`src/rtl/axis_packet_framer.sv`:
```
// rtl/axis_packet_framer.sv - wraps each upstream packet in a header beat and a trailer beat
// Header = {MAGIC, seq}; trailer = {xor16 of payload, payload beat count}; payload passes through combinationally.
module axis_packet_framer #(
  parameter int          AXIS_TDATA_WIDTH = 32,
  parameter logic [15:0] MAGIC            = 16'hA55A,
  parameter int          SEQ_WIDTH        = 16
) (
  input  logic                        axis_aclk,
  input  logic                        axis_aresetn,
  output logic                        s_axis_tready,
  input  logic [AXIS_TDATA_WIDTH-1:0] s_axis_tdata,
  input  logic                        s_axis_tvalid,
  input  logic                        s_axis_tlast,
  input  logic                        m_axis_tready,
  output logic [AXIS_TDATA_WIDTH-1:0] m_axis_tdata,
  output logic                        m_axis_tvalid,
  output logic                        m_axis_tlast,
  output logic [SEQ_WIDTH-1:0]        seq_out,
  output logic                        len_sat_out
);

  typedef enum logic [1:0] {ST_HDR, ST_PAY, ST_TRL} state_t;

  state_t                r_state;
  logic [SEQ_WIDTH-1:0]  r_seq;
  logic [15:0]           r_beat_cnt;
  logic [15:0]           r_xor_acc;
  logic                  r_len_sat;

  logic                  w_in_fire;
  logic                  w_out_fire;
  logic [15:0]           w_seq_ext;

  assign w_seq_ext   = 16'(r_seq);
  assign w_in_fire   = s_axis_tvalid & s_axis_tready;
  assign w_out_fire  = m_axis_tvalid & m_axis_tready;
  assign seq_out     = r_seq;
  assign len_sat_out = r_len_sat;

  // Outputs are gated by reset directly so a mid-packet reset drops valid at once.
  always_comb begin
    s_axis_tready = 1'b0;
    m_axis_tvalid = 1'b0;
    m_axis_tlast  = 1'b0;
    m_axis_tdata  = '0;
    if (axis_aresetn) begin
      case (r_state)
        ST_HDR: begin
          m_axis_tvalid       = s_axis_tvalid;
          m_axis_tdata[31:0]  = {MAGIC, w_seq_ext};
        end
        ST_PAY: begin
          s_axis_tready = m_axis_tready;
          m_axis_tvalid = s_axis_tvalid;
          m_axis_tdata  = s_axis_tdata;
        end
        ST_TRL: begin
          m_axis_tvalid       = 1'b1;
          m_axis_tlast        = 1'b1;
          m_axis_tdata[31:0]  = {r_xor_acc, r_beat_cnt};
        end
        default: ;
      endcase
    end
  end

  always_ff @(posedge axis_aclk or negedge axis_aresetn) begin
    if (!axis_aresetn) begin
      r_state    <= ST_HDR;
      r_seq      <= '0;
      r_beat_cnt <= '0;
      r_xor_acc  <= '0;
      r_len_sat  <= 1'b0;
    end else begin
      case (r_state)
        ST_HDR: begin
          if (w_out_fire) begin
            r_beat_cnt <= '0;
            r_xor_acc  <= '0;
            r_state    <= ST_PAY;
          end
        end
        ST_PAY: begin
          if (w_in_fire) begin
            // Count sticks at 0xFFFF; the overflow is reported through the sticky flag.
            if (r_beat_cnt == 16'hFFFF) r_len_sat <= 1'b1;
            else                        r_beat_cnt <= r_beat_cnt + 16'd1;
            r_xor_acc <= r_xor_acc ^ s_axis_tdata[15:0];
            if (s_axis_tlast) r_state <= ST_TRL;
          end
        end
        ST_TRL: begin
          if (w_out_fire) begin
            r_seq   <= r_seq + SEQ_WIDTH'(1);
            r_state <= ST_HDR;
          end
        end
        default: r_state <= ST_HDR;
      endcase
    end
  end

endmodule

```
`config.mk`:
```
export PLATFORM = sky130hd
export DESIGN_NAME = axis_packet_framer
export DESIGN_NICKNAME = d
export VERILOG_FILES = /design/src/rtl/axis_packet_framer.sv
export SDC_FILE = /design/constraint.sdc
export NUM_CORES = 1
export LEC_CHECK = 0
export CAP_MARGIN = 20
export CORE_AREA = 2 2 81 114
export CTS_CLUSTER_DIAMETER = 200
export DETAILED_ROUTE_END_ITERATION = 10
export DIE_AREA = 0 0 83 116
export PLACE_DENSITY = 0.67
export SYNTH_ARGS = -nofsm -noshare
export SYNTH_HDL_FRONTEND = slang
export SYNTH_SLANG_ARGS = --single-unit
```
`constraint.sdc`:
```
create_clock -name axis_aclk -period 1.95 [get_ports axis_aclk]
set_input_delay 0.39 -clock axis_aclk [delete_from_list [all_inputs] [get_ports axis_aclk]]
set_output_delay 0.39 -clock axis_aclk [all_outputs]
set_load 0.005 [all_outputs]
```
==> run summary <==
Reg-to-Reg Start - r_state[1]$_DFFE_PN0P_
Final design utilization - 0.606
Placer Congestion - 0.880
RSZ-0062 raised after global routing - true
Clock-pin slew on the worst setup and hold paths - 0.07 ns
Clock Path Buffers - 2
Top FF cell, synth - dfrtp_1
Placed Area - 4750 µm²
Worst-Margin Slew - 0.386 ns
Finished Cell Area - 5190 µm²
Synth area leader - dfrtp_1
Worst setup path category - reg -> out
Port bufs - 88
Area Overhead vs Synth - 52.8%
Post-synthesis register bit count - 51
Vias in the first global route - 3592
Starting Density - 0.397
# IOs - 89
Critical Path Sink - m_axis_tdata[9]
CP Max Fanout - 7
Number of max-cap violations - 0
Fmax achieved - 478 MHz
Number of H-tree levels - 2
Antenna violations before repair - 0
Number of synthesized flops with an enable pin - 0
Vias - 3615
Num Clock Sinks - 51
R2R Path End - r_beat_cnt[10]$_DFFE_PN0P_
Sequential fraction of the synthesis area - 0.376
Fin Clk Skew - 0.00574 ns
Clock Latency Late Sink - 0.30 ns
Fin cells - 650
CP arrival - 1.70 ns
Drt initial violations - 211
Failing checks - negative setup slack
Avg Inst Size Synth - 8.44 µm²
Final min period - 2.09 ns
First-pass GRT wire length - 18100 µm
Synthesized Nets - 441
Die Height - 116 µm
Final slew viol count - 0
Mapped Cells - 402
Netlist cell types - 47
Largest cells by area after synthesis - dfrtp_1 38%, nand2_1 7.2%, o21ai_0 7.1%
Largest net degree at the start of global routing - 26
Num CTS Buffers - 5
Asr flop ratio synth - 1.00
Root Driver - clkbuf_16
CP peak stage delay - 0.44 ns
# rows - 40
R2R depth - 7
Total GRT Usage - 0.236
Status - complete, but fails checks
Share of layout cells above drive strength 1 - 0.299
Die Wd - 83 µm
Pwr/cell area - 798 nW/µm²
First-pass DRT Iterations - 5
Maximum VDD drop - 0.000449 V
Routed Antenna Nets - 0
Leakage - 2.30 nW
Crit end category - primary output
Critical Path, Cell by Cell - buf_6, buf_12, buf_4, mux2i_2, o21ai_1, and2_1, buf_2
Crit path launch - r_state[1]$_DFFE_PN0P_
Slew HR - 0.741
Hold Buf Count CTS - 0
CP max stage cell - dfrtp_2
Min-delay worst type - in -> async
Yosys top cell area share - 0.376
Via-to-Cell Ratio - 5.56
Die area - 9630 µm²
DRC viols - 0
Gr ovfl total - 0
Mapped Area - 3390 µm²
WL final - 11400 µm
Final worst setup slack - -0.142 ns
Drt wl/cell - 17.5 µm
Core ar. - 8560 µm²
DPL Wire Length - 8140 µm
Final setup vio count - 19
Worst EP required - 1.56 ns
Final net count - 583
Period utilization - 1.07
Startpoint types - register
Synth warnings - 0
CTS tree - yes
R2R setup slack - 0.04 ns
Dpl cells - 624
Hold Vio Cnt, Final - 0
Diodes inserted - 0
[critical path: cells and delay by family (launching register included)]
kind	cells	cell delay (ns)
AO/OA/AOI/OAI	1	0.08
buffers and inverters	4	0.53
flip-flops	1	0.44
multiplexers	1	0.20
AND/OR/NAND/NOR	1	0.15
[cell usage in the layout, fill, tap and decap left out, drive strengths merged, types with 5 or more instances in the layout]
cell type / Yosys / routed
buf: 15 / 101
nand2: 65 / 65
o21ai: 57 / 57
clkdlybuf4s50: 0 / 52
dfrtp: 51 / 51
and2: 22 / 22
nor2b: 19 / 19
mux2i: 16 / 16
a21oi: 13 / 13
xnor2: 12 / 12
nand3: 11 / 11
nor2: 11 / 11
nand4: 10 / 10
inv: 9 / 9
o21a: 9 / 9
clkbuf: 14 / 9
a22oi: 8 / 8
nand2b: 6 / 6
and4: 6 / 6
o31ai: 6 / 6
dlygate4sd2: 0 / 5
[kinds of logic after synthesis]
kind of cell             Yosys count  synth area share
XOR/XNOR                          15            0.0387
AND/OR/NAND/NOR                  169             0.278
buffers and inverters             38            0.0538
adder cells (fa/ha/maj)            2           0.00737
multiplexers                      17            0.0505
flip-flops                        51             0.376
AO/OA/AOI/OAI                    110             0.196
[through the flow]
stage / total power [mW] / hold slack, ns / TNS (ns) / worst slack, ns
after global routing: 4.38 / 0.00524 / -2.84 / -0.174
after CTS: 4.18 / 0.00679 / -2.67 / -0.198
after floorplan: 2.18 / 0.0944 / 0 / 0.266
after global placement: 2.92 / 0.325 / -1.62 / -0.113
after detailed placement: 2.96 / 0.328 / -2.23 / -0.195
final: 4.14 / 0.0163 / -1.13 / -0.142
[Yosys cell counts (all sizes together), types with 11 or more instances]
master	instances
a21oi	13
and2	22
buf	15
clkbuf	14
dfrtp	51
mux2i	16
nand2	65
nand3	11
nor2	11
nor2b	19
o21ai	57
xnor2	12
[report_power, final]
group          total (mW)  internal, mW  leakage [nW]  switching [mW]
Clock               0.890         0.482        0.0710           0.408
Combinational        1.80         0.881          1.54           0.923
Sequential           1.45          1.25         0.687           0.192
[flip-flops by register name, indices dropped and copies added (netlist names)]
signal       flops
r_state          2
r_xor_acc       16
seq_out         16
r_beat_cnt      16
len_sat_out      1
[metal layers]
metal / track usage / vias up / routed length (µm)
met5: 0 / - / 0
met4: 0.142 / 0 / 556
met3: 0.0413 / 32 / 506
met2: 0.419 / 125 / 5890
met1: 0.266 / 1753 / 4440
li1: - / 1705 / -
[worst min-delay path by stage]
| stage | endpoint | depth (start not counted) | slack, ns |
|---|---|---|---|
| after floorplan | len_sat_out$_DFFE_PN0P_ | 0 | 0.09 |
| after global placement | r_beat_cnt[12]$_DFFE_PN0P_ | 2 | 0.32 |
| after detailed placement | r_beat_cnt[12]$_DFFE_PN0P_ | 2 | 0.33 |
| after CTS | r_beat_cnt[12]$_DFFE_PN0P_ | 2 | 0.007 |
| after global routing | r_beat_cnt[12]$_DFFE_PN0P_ | 2 | 0.005 |
| final | r_beat_cnt[0]$_DFFE_PN0P_ | 2 | 0.02 |
[timing repair]
item,in CTS,in global routing
buffers inserted,14,4
resized for setup,143,60
pin swaps,19,27
gates cloned,3,0
endpoints found under the setup margin,36,54
[area by class of cell]
class,count,area [µm²]
Clock inverter,2,17.5
Timing Repair Buffer,164,1480
Tap cell,105,131
Inverter,9,33.8
Fill cell,729,3370
Multi-Input combinational cell,313,2120
Sequential cell,51,1280
Clock buffer,6,129
No activity file was read; power rests on OpenSTA's default activity.
